--- src/rtl/servo_pos_ramp_if.sv ---
// Target handshake between a position commander (master) and servo_pos_ramp (slave).
interface servo_pos_ramp_if;
    logic       tgt_valid;
    logic       tgt_ready;
    logic [9:0] tgt;

    modport master (output tgt_valid, output tgt, input tgt_ready);
    modport slave  (input tgt_valid, input tgt, output tgt_ready);
endinterface

--- src/rtl/servo_pos_ramp.sv ---
// Slew-rate-limited servo position source: clamps accepted targets and steps pos by at most
// STEP counts per PWM frame. Optional deadband filtering via `define SERVO_RAMP_DEADBAND_EN.
module servo_pos_ramp #(
    parameter int FRAME_BITS = 20,
    parameter int STEP       = 4,
    parameter int POS_MIN    = 0,
    parameter int POS_MAX    = 1023,
    parameter int POS_INIT   = 512,
    parameter int DEADBAND   = 2
) (
    input  logic                   clk,
    input  logic                   clr_n,
    servo_pos_ramp_if.slave        tgt_if,
    output logic [9:0]             pos,
    output logic                   frame,
    output logic                   moving,
    output logic                   at_target
);

    typedef enum logic [1:0] {ST_STARTUP, ST_IDLE, ST_MOVING} state_e;

    localparam logic [9:0]            MIN_C  = 10'(POS_MIN);
    localparam logic [9:0]            MAX_C  = 10'(POS_MAX);
    localparam logic [9:0]            INIT_C = 10'(POS_INIT);
    localparam logic signed [10:0]    STEP_S = 11'(STEP);
    localparam logic signed [10:0]    DB_S   = 11'(DEADBAND);
    localparam logic [FRAME_BITS-1:0] CNT_ONE = FRAME_BITS'(1);
`ifdef SERVO_RAMP_DEADBAND_EN
    localparam bit DB_EN = 1'b1;
`else
    localparam bit DB_EN = 1'b0;
`endif

    state_e                  state_q, state_d;
    logic [FRAME_BITS-1:0]   cnt_q;
    logic [9:0]              pos_q, pos_d;
    logic [9:0]              goal_q, goal_d;
    logic                    ready_q, ready_d;
    logic                    moving_q, moving_d;
    logic                    at_target_q, at_target_d;

    logic                    accept;
    logic [9:0]              tgt_clamped;
    logic signed [10:0]      diff, delta, goal_diff;
    logic                    in_band;

    assign frame            = &cnt_q;
    assign accept           = tgt_if.tgt_valid & ready_q;
    assign tgt_if.tgt_ready = ready_q;
    assign pos              = pos_q;
    assign moving           = moving_q;
    assign at_target        = at_target_q;

    // Datapath: the frame step always uses the goal held before this cycle's accept.
    // NOTE: every always_comb output gets a default first so no path can infer a latch.
    always_comb begin
        tgt_clamped = tgt_if.tgt;
        if (tgt_if.tgt < MIN_C)      tgt_clamped = MIN_C;
        else if (tgt_if.tgt > MAX_C) tgt_clamped = MAX_C;

        diff  = $signed({1'b0, goal_q}) - $signed({1'b0, pos_q});
        delta = diff;
        if (diff > STEP_S)       delta = STEP_S;
        else if (diff < -STEP_S) delta = -STEP_S;
        pos_d = frame ? pos_q + 10'(delta) : pos_q;

        goal_diff = $signed({1'b0, tgt_clamped}) - $signed({1'b0, goal_q});
        in_band   = DB_EN && (goal_diff <= DB_S) && (goal_diff >= -DB_S);
        goal_d    = (accept && !in_band) ? tgt_clamped : goal_q;
    end

    // Next state compares the stepped position against the possibly-new goal.
    always_comb begin
        state_d = state_q;
        case (state_q)
            ST_STARTUP: if (frame) state_d = ST_IDLE;
            default:    state_d = (pos_d == goal_d) ? ST_IDLE : ST_MOVING;
        endcase
    end

    always_comb begin
        ready_d     = (state_d != ST_STARTUP);
        moving_d    = (state_d == ST_MOVING);
        at_target_d = (state_d == ST_IDLE);
    end

    // NOTE: sequential state uses non-blocking assignments so all registers sample together.
    always_ff @(posedge clk or negedge clr_n) begin
        if (!clr_n) begin
            state_q     <= ST_STARTUP;
            cnt_q       <= '0;
            pos_q       <= INIT_C;
            goal_q      <= INIT_C;
            ready_q     <= 1'b0;
            moving_q    <= 1'b0;
            at_target_q <= 1'b0;
        end else begin
            state_q     <= state_d;
            cnt_q       <= cnt_q + CNT_ONE;
            pos_q       <= pos_d;
            goal_q      <= goal_d;
            ready_q     <= ready_d;
            moving_q    <= moving_d;
            at_target_q <= at_target_d;
        end
    end

endmodule

--- src/flat_wrapper.sv ---
// flat-port wrapper written by rule: the top's interface ports become plain ports
module servo_pos_ramp_flat 
#(
    parameter int FRAME_BITS = 20,
    parameter int STEP       = 4,
    parameter int POS_MIN    = 0,
    parameter int POS_MAX    = 1023,
    parameter int POS_INIT   = 512,
    parameter int DEADBAND   = 2
)
  (clk, clr_n, pos, frame, moving, at_target, tgt_if_tgt_valid, tgt_if_tgt, tgt_if_tgt_ready);
  servo_pos_ramp_if tgt_if_i ();
  input  logic clk;
  input  logic clr_n;
  output logic [9:0] pos;
  output logic frame;
  output logic moving;
  output logic at_target;
  input wire logic [$bits(tgt_if_i.tgt_valid)-1:0] tgt_if_tgt_valid;
  input wire logic [$bits(tgt_if_i.tgt)-1:0] tgt_if_tgt;
  output wire logic [$bits(tgt_if_i.tgt_ready)-1:0] tgt_if_tgt_ready;
  assign tgt_if_i.tgt_valid = tgt_if_tgt_valid;
  assign tgt_if_i.tgt = tgt_if_tgt;
  assign tgt_if_tgt_ready = tgt_if_i.tgt_ready;
  servo_pos_ramp #(.FRAME_BITS(FRAME_BITS), .STEP(STEP), .POS_MIN(POS_MIN), .POS_MAX(POS_MAX), .POS_INIT(POS_INIT), .DEADBAND(DEADBAND)) u_core (.clk(clk), .clr_n(clr_n), .tgt_if(tgt_if_i), .pos(pos), .frame(frame), .moving(moving), .at_target(at_target));
endmodule
--- config.mk ---
export PLATFORM = sky130hd
export DESIGN_NAME = servo_pos_ramp_flat
export DESIGN_NICKNAME = d
export VERILOG_FILES = /design/src/rtl/servo_pos_ramp_if.sv /design/src/rtl/servo_pos_ramp.sv /design/src/flat_wrapper.sv
export SDC_FILE = /design/constraint.sdc
export NUM_CORES = 1
export LEC_CHECK = 0
export BUFFER_PORTS_ARGS = -buffer_cell sky130_fd_sc_hd__clkbuf_2
export CAP_MARGIN = 20
export CORE_MARGIN = 2
export CORE_UTILIZATION = 38
export CTS_BUF_LIST = sky130_fd_sc_hd__clkbuf_4 sky130_fd_sc_hd__clkbuf_8 sky130_fd_sc_hd__clkbuf_16
export DETAILED_ROUTE_END_ITERATION = 8
export SLEW_MARGIN = 30
export SYNTH_ARGS = -nofsm -noshare
export SYNTH_HDL_FRONTEND = slang
export SYNTH_SLANG_ARGS = --single-unit
--- constraint.sdc ---
create_clock -name clk -period 7.2 [get_ports clk]
set_input_delay 1.08 -clock clk [delete_from_list [all_inputs] [get_ports clk]]
set_output_delay 1.08 -clock clk [all_outputs]
set_load 0.05 [all_outputs]
==> flow_summary.ini <==
[placement]
dp_hpwl_um = 5200
dp.cells = 445
gp_congestion = 0.925
place.port_buffers = 26

[logic_synthesis]
ys_top_cells_by_area = dfrtp_1 (35%), ha_1 (8.0%), xnor2_1 (7.3%)
synth-seq-cells = 45
yosysWarnings = 0
synth-async-reset-ratio = 1.00
avgSynthCellArea_um2 = 9.75
synth_edf_count = 0
netlist_area_um2 = 3110
ys_types = 56
syn_inst = 319
synth-main-ff-cell = dfrtp_1
yosysTopAreaCell = dfrtp_1
syn_nets = 354
ys_seq_area_frac = 0.363
yosys.area.top_type_share = 0.346

[route]
drtPass1Iterations = 4
wirelength_um = 6670
drc = 0
via_per_inst = 5.15
vias = 2335
drtIter0Drc = 141
wl_per_cell_um = 14.7
postRouteAntennaNets = 0

[sta]
hold_violations = 0
tightest_slew_ps = 587
finalSetupViolations = 0
finalCritPeriodShare = 0.777
worst_hold_slack_ps = 472
fin_skew_ps = 13.9
slew_violations = 0
fin_tns_setup_ps = 0
period_needed_ps = 5600
slew_headroom = 0.599
grt_setup_unrepaired = false
fmax_mhz = 179

[die]
rows = 32
dieArea_um2 = 8920
start_util = 0.398
die_h_um = 94.5
die_w_um = 94.5
ios = 27
core-area_um2 = 7810

[setup_path]
slowest_delay_ps = 590
cp.arrival_ps = 5840
path_buf_inv = 1
end_kind = register
cpMostUsedCell = ha_1
startpoint_type = register
crit_path_max_fanout = 9
required_ps = 7450
crit_family = compound AO/OA/AOI/OAI gates
worstPathCellList = inv_1 > ha_1 > nor2b_1 > o21a_1 > o211a_1 > a211o_1 > a2111oi_0 > nor3b_1 > or4_1 > a21oi_1 > ha_1 > a21o_1 > a221oi_1 > o2111ai_1 > nand3_1 > nor3b_4 > xnor3_1 > nor4_2 > mux2_1
cp_slowest_cell = or4_1
path_class = reg2reg

[clocking]
tritoncts = built
clockRootBuffer = clkbuf_8
postCtsSetupBuffers = 0
numCtsBuffers = 5
path_clk_slew_ps = 90
clock-sinks = 45
htreeDepth = 2
clockBufferDepth = 2
cts_resized = 0
clk_latency_ps = 300
holdBufCountCts = 0

[cells_and_area]
final_cell_mix = dfrtp_1 (43), xnor2_1 (26), clkbuf_2 (26)
antenna_cells = 0
final_util = 0.442
layout-drive-gt1-share = 0.160
fin_nets = 385
syn_to_final_growth_pct = 11.1
instances_no_fill = 453
layout_commonest_cell = dfrtp_1

[power]
peakVddDrop_mv = 0.0757
p_clk_frac = 0.293
p_per_area_nw_per_um2 = 158
pwr-share-comb = 0.222
p_switching_w = 0.000161
internal_power_w = 0.000384
power_frac_seq = 0.485
switching_share = 0.296
p_leak_nw = 1.55

[run]
maxCapViolations = 0

[outcome]
status = complete, no violations

[grt]
grt_antenna_before_repair = 0
grt_start_max_net_pins = 46
grt_pass1_vias = 2301
gr-usage-all-layers = 0.165
grt-ovfl-total = 0
grt_pass1_wl_um = 11400

[min_path]
hold_class = reg2reg
==> cell usage after synthesis, drive strengths merged (3+ instances only) <==
cell and count:
inv 17, nand2 21, ha 20, xnor2 26, nor2 17, nor3 4
nand3 11, and3 8, dfrtp 43, nand4 9, o21ai 15, nor4 4
xor2 14, nor2b 3, nand2b 15, o21a 5, a2111oi 3, clkbuf 3
and2 11, a21oi 20, mux2 12
==> state kept, by name, summed over array words and instances, names as in the netlist <==
signal	count
u_core.at_target	1
u_core.cnt_q	20
u_core.goal_q	10
u_core.moving	1
u_core.pos	10
u_core.state_q	2
u_core.tgt_if.tgt_ready	1
==> final timing paths <==
check                                           start                         end  slack, ps  cells past startpoint
max                           u_core.pos[1]$_DFF_PN0_  u_core.at_target$_DFF_PN0_       1600                     19
min                        u_core.cnt_q[11]$_DFF_PN0_  u_core.cnt_q[11]$_DFF_PN0_        470                      1
max reg2reg                   u_core.pos[1]$_DFF_PN0_  u_core.at_target$_DFF_PN0_       1600                     19
min reg2reg                u_core.cnt_q[11]$_DFF_PN0_  u_core.cnt_q[11]$_DFF_PN0_        470                      1
max in group asynchronous                       clr_n  u_core.cnt_q[10]$_DFF_PN0_       5950                      2
min in group asynchronous                       clr_n     u_core.pos[2]$_DFF_PN0_        850                      2
==> layout make-up <==
cell class	instances	area (um^2)
clock buffer	6	76.3
multi-input combinational	253	1900
sequential	45	1130
inverter	18	67.6
tap	102	128
timing repair buffer	27	138
fill	794	4350
clock inverter	2	15.0
==> power by group through the flow <==
stage | clock [W] | combinational [W] | sequential, W
3_5_place_dp | 0 | 0.000121 | 0.000269
5_1_grt | 0.000177 | 0.000136 | 0.000265
6_report | 0.000160 | 0.000121 | 0.000264
3_3_place_gp | 0 | 0.000120 | 0.000269
4_1_cts | 0.000167 | 0.000121 | 0.000264
2_1_floorplan | 0 | 0.0000878 | 0.000269
==> through the flow <==
step / power [W] / setup WS [ps] / area [um^2]
final: 0.000545 / 1600 / 3450
after global routing: 0.000578 / 1020 / 3450
after CTS: 0.000553 / 1560 / 3450
after detailed placement: 0.000390 / 1600 / 3360
after global placement: 0.000389 / 1730 / 3360
after floorplan: 0.000357 / 1740 / 3110
==> per-layer routing <==
metal  global-route usage  vias to the layer above  share of wire
li1                     -                     1195              -
met1                0.235                     1107           0.50
met2                0.263                       27           0.46
met3               0.0295                        6          0.032
met4               0.0362                        0          0.011
met5                    0                        -              0
==> cells by family after synthesis <==
| logic type | after synthesis | synth area share |
|---|---|---|
| simple gates | 113 | 0.212 |
| compound gates | 63 | 0.132 |
| flops | 45 | 0.363 |
| xor+xnor | 42 | 0.127 |
| fa+ha+maj | 22 | 0.0934 |
| buf+inv | 21 | 0.0254 |
| mux | 13 | 0.0467 |
==> worst register-to-register path, cell delays in order (launching register included) <==
cell       delay (ps)
dfrtp_1           530
inv_1             110
ha_1              290
nor2b_1           130
o21a_1            180
o211a_1           220
a211o_1           300
a2111oi_0         410
nor3b_1           110
or4_1             590
a21oi_1           260
ha_1              280
a21o_1            190
a221oi_1          420
o2111ai_1         230
nand3_1           130
nor3b_4           230
xnor3_1           350
nor4_2            400
mux2_1            190
Note: power is estimated with default switching activity, not from simulation.
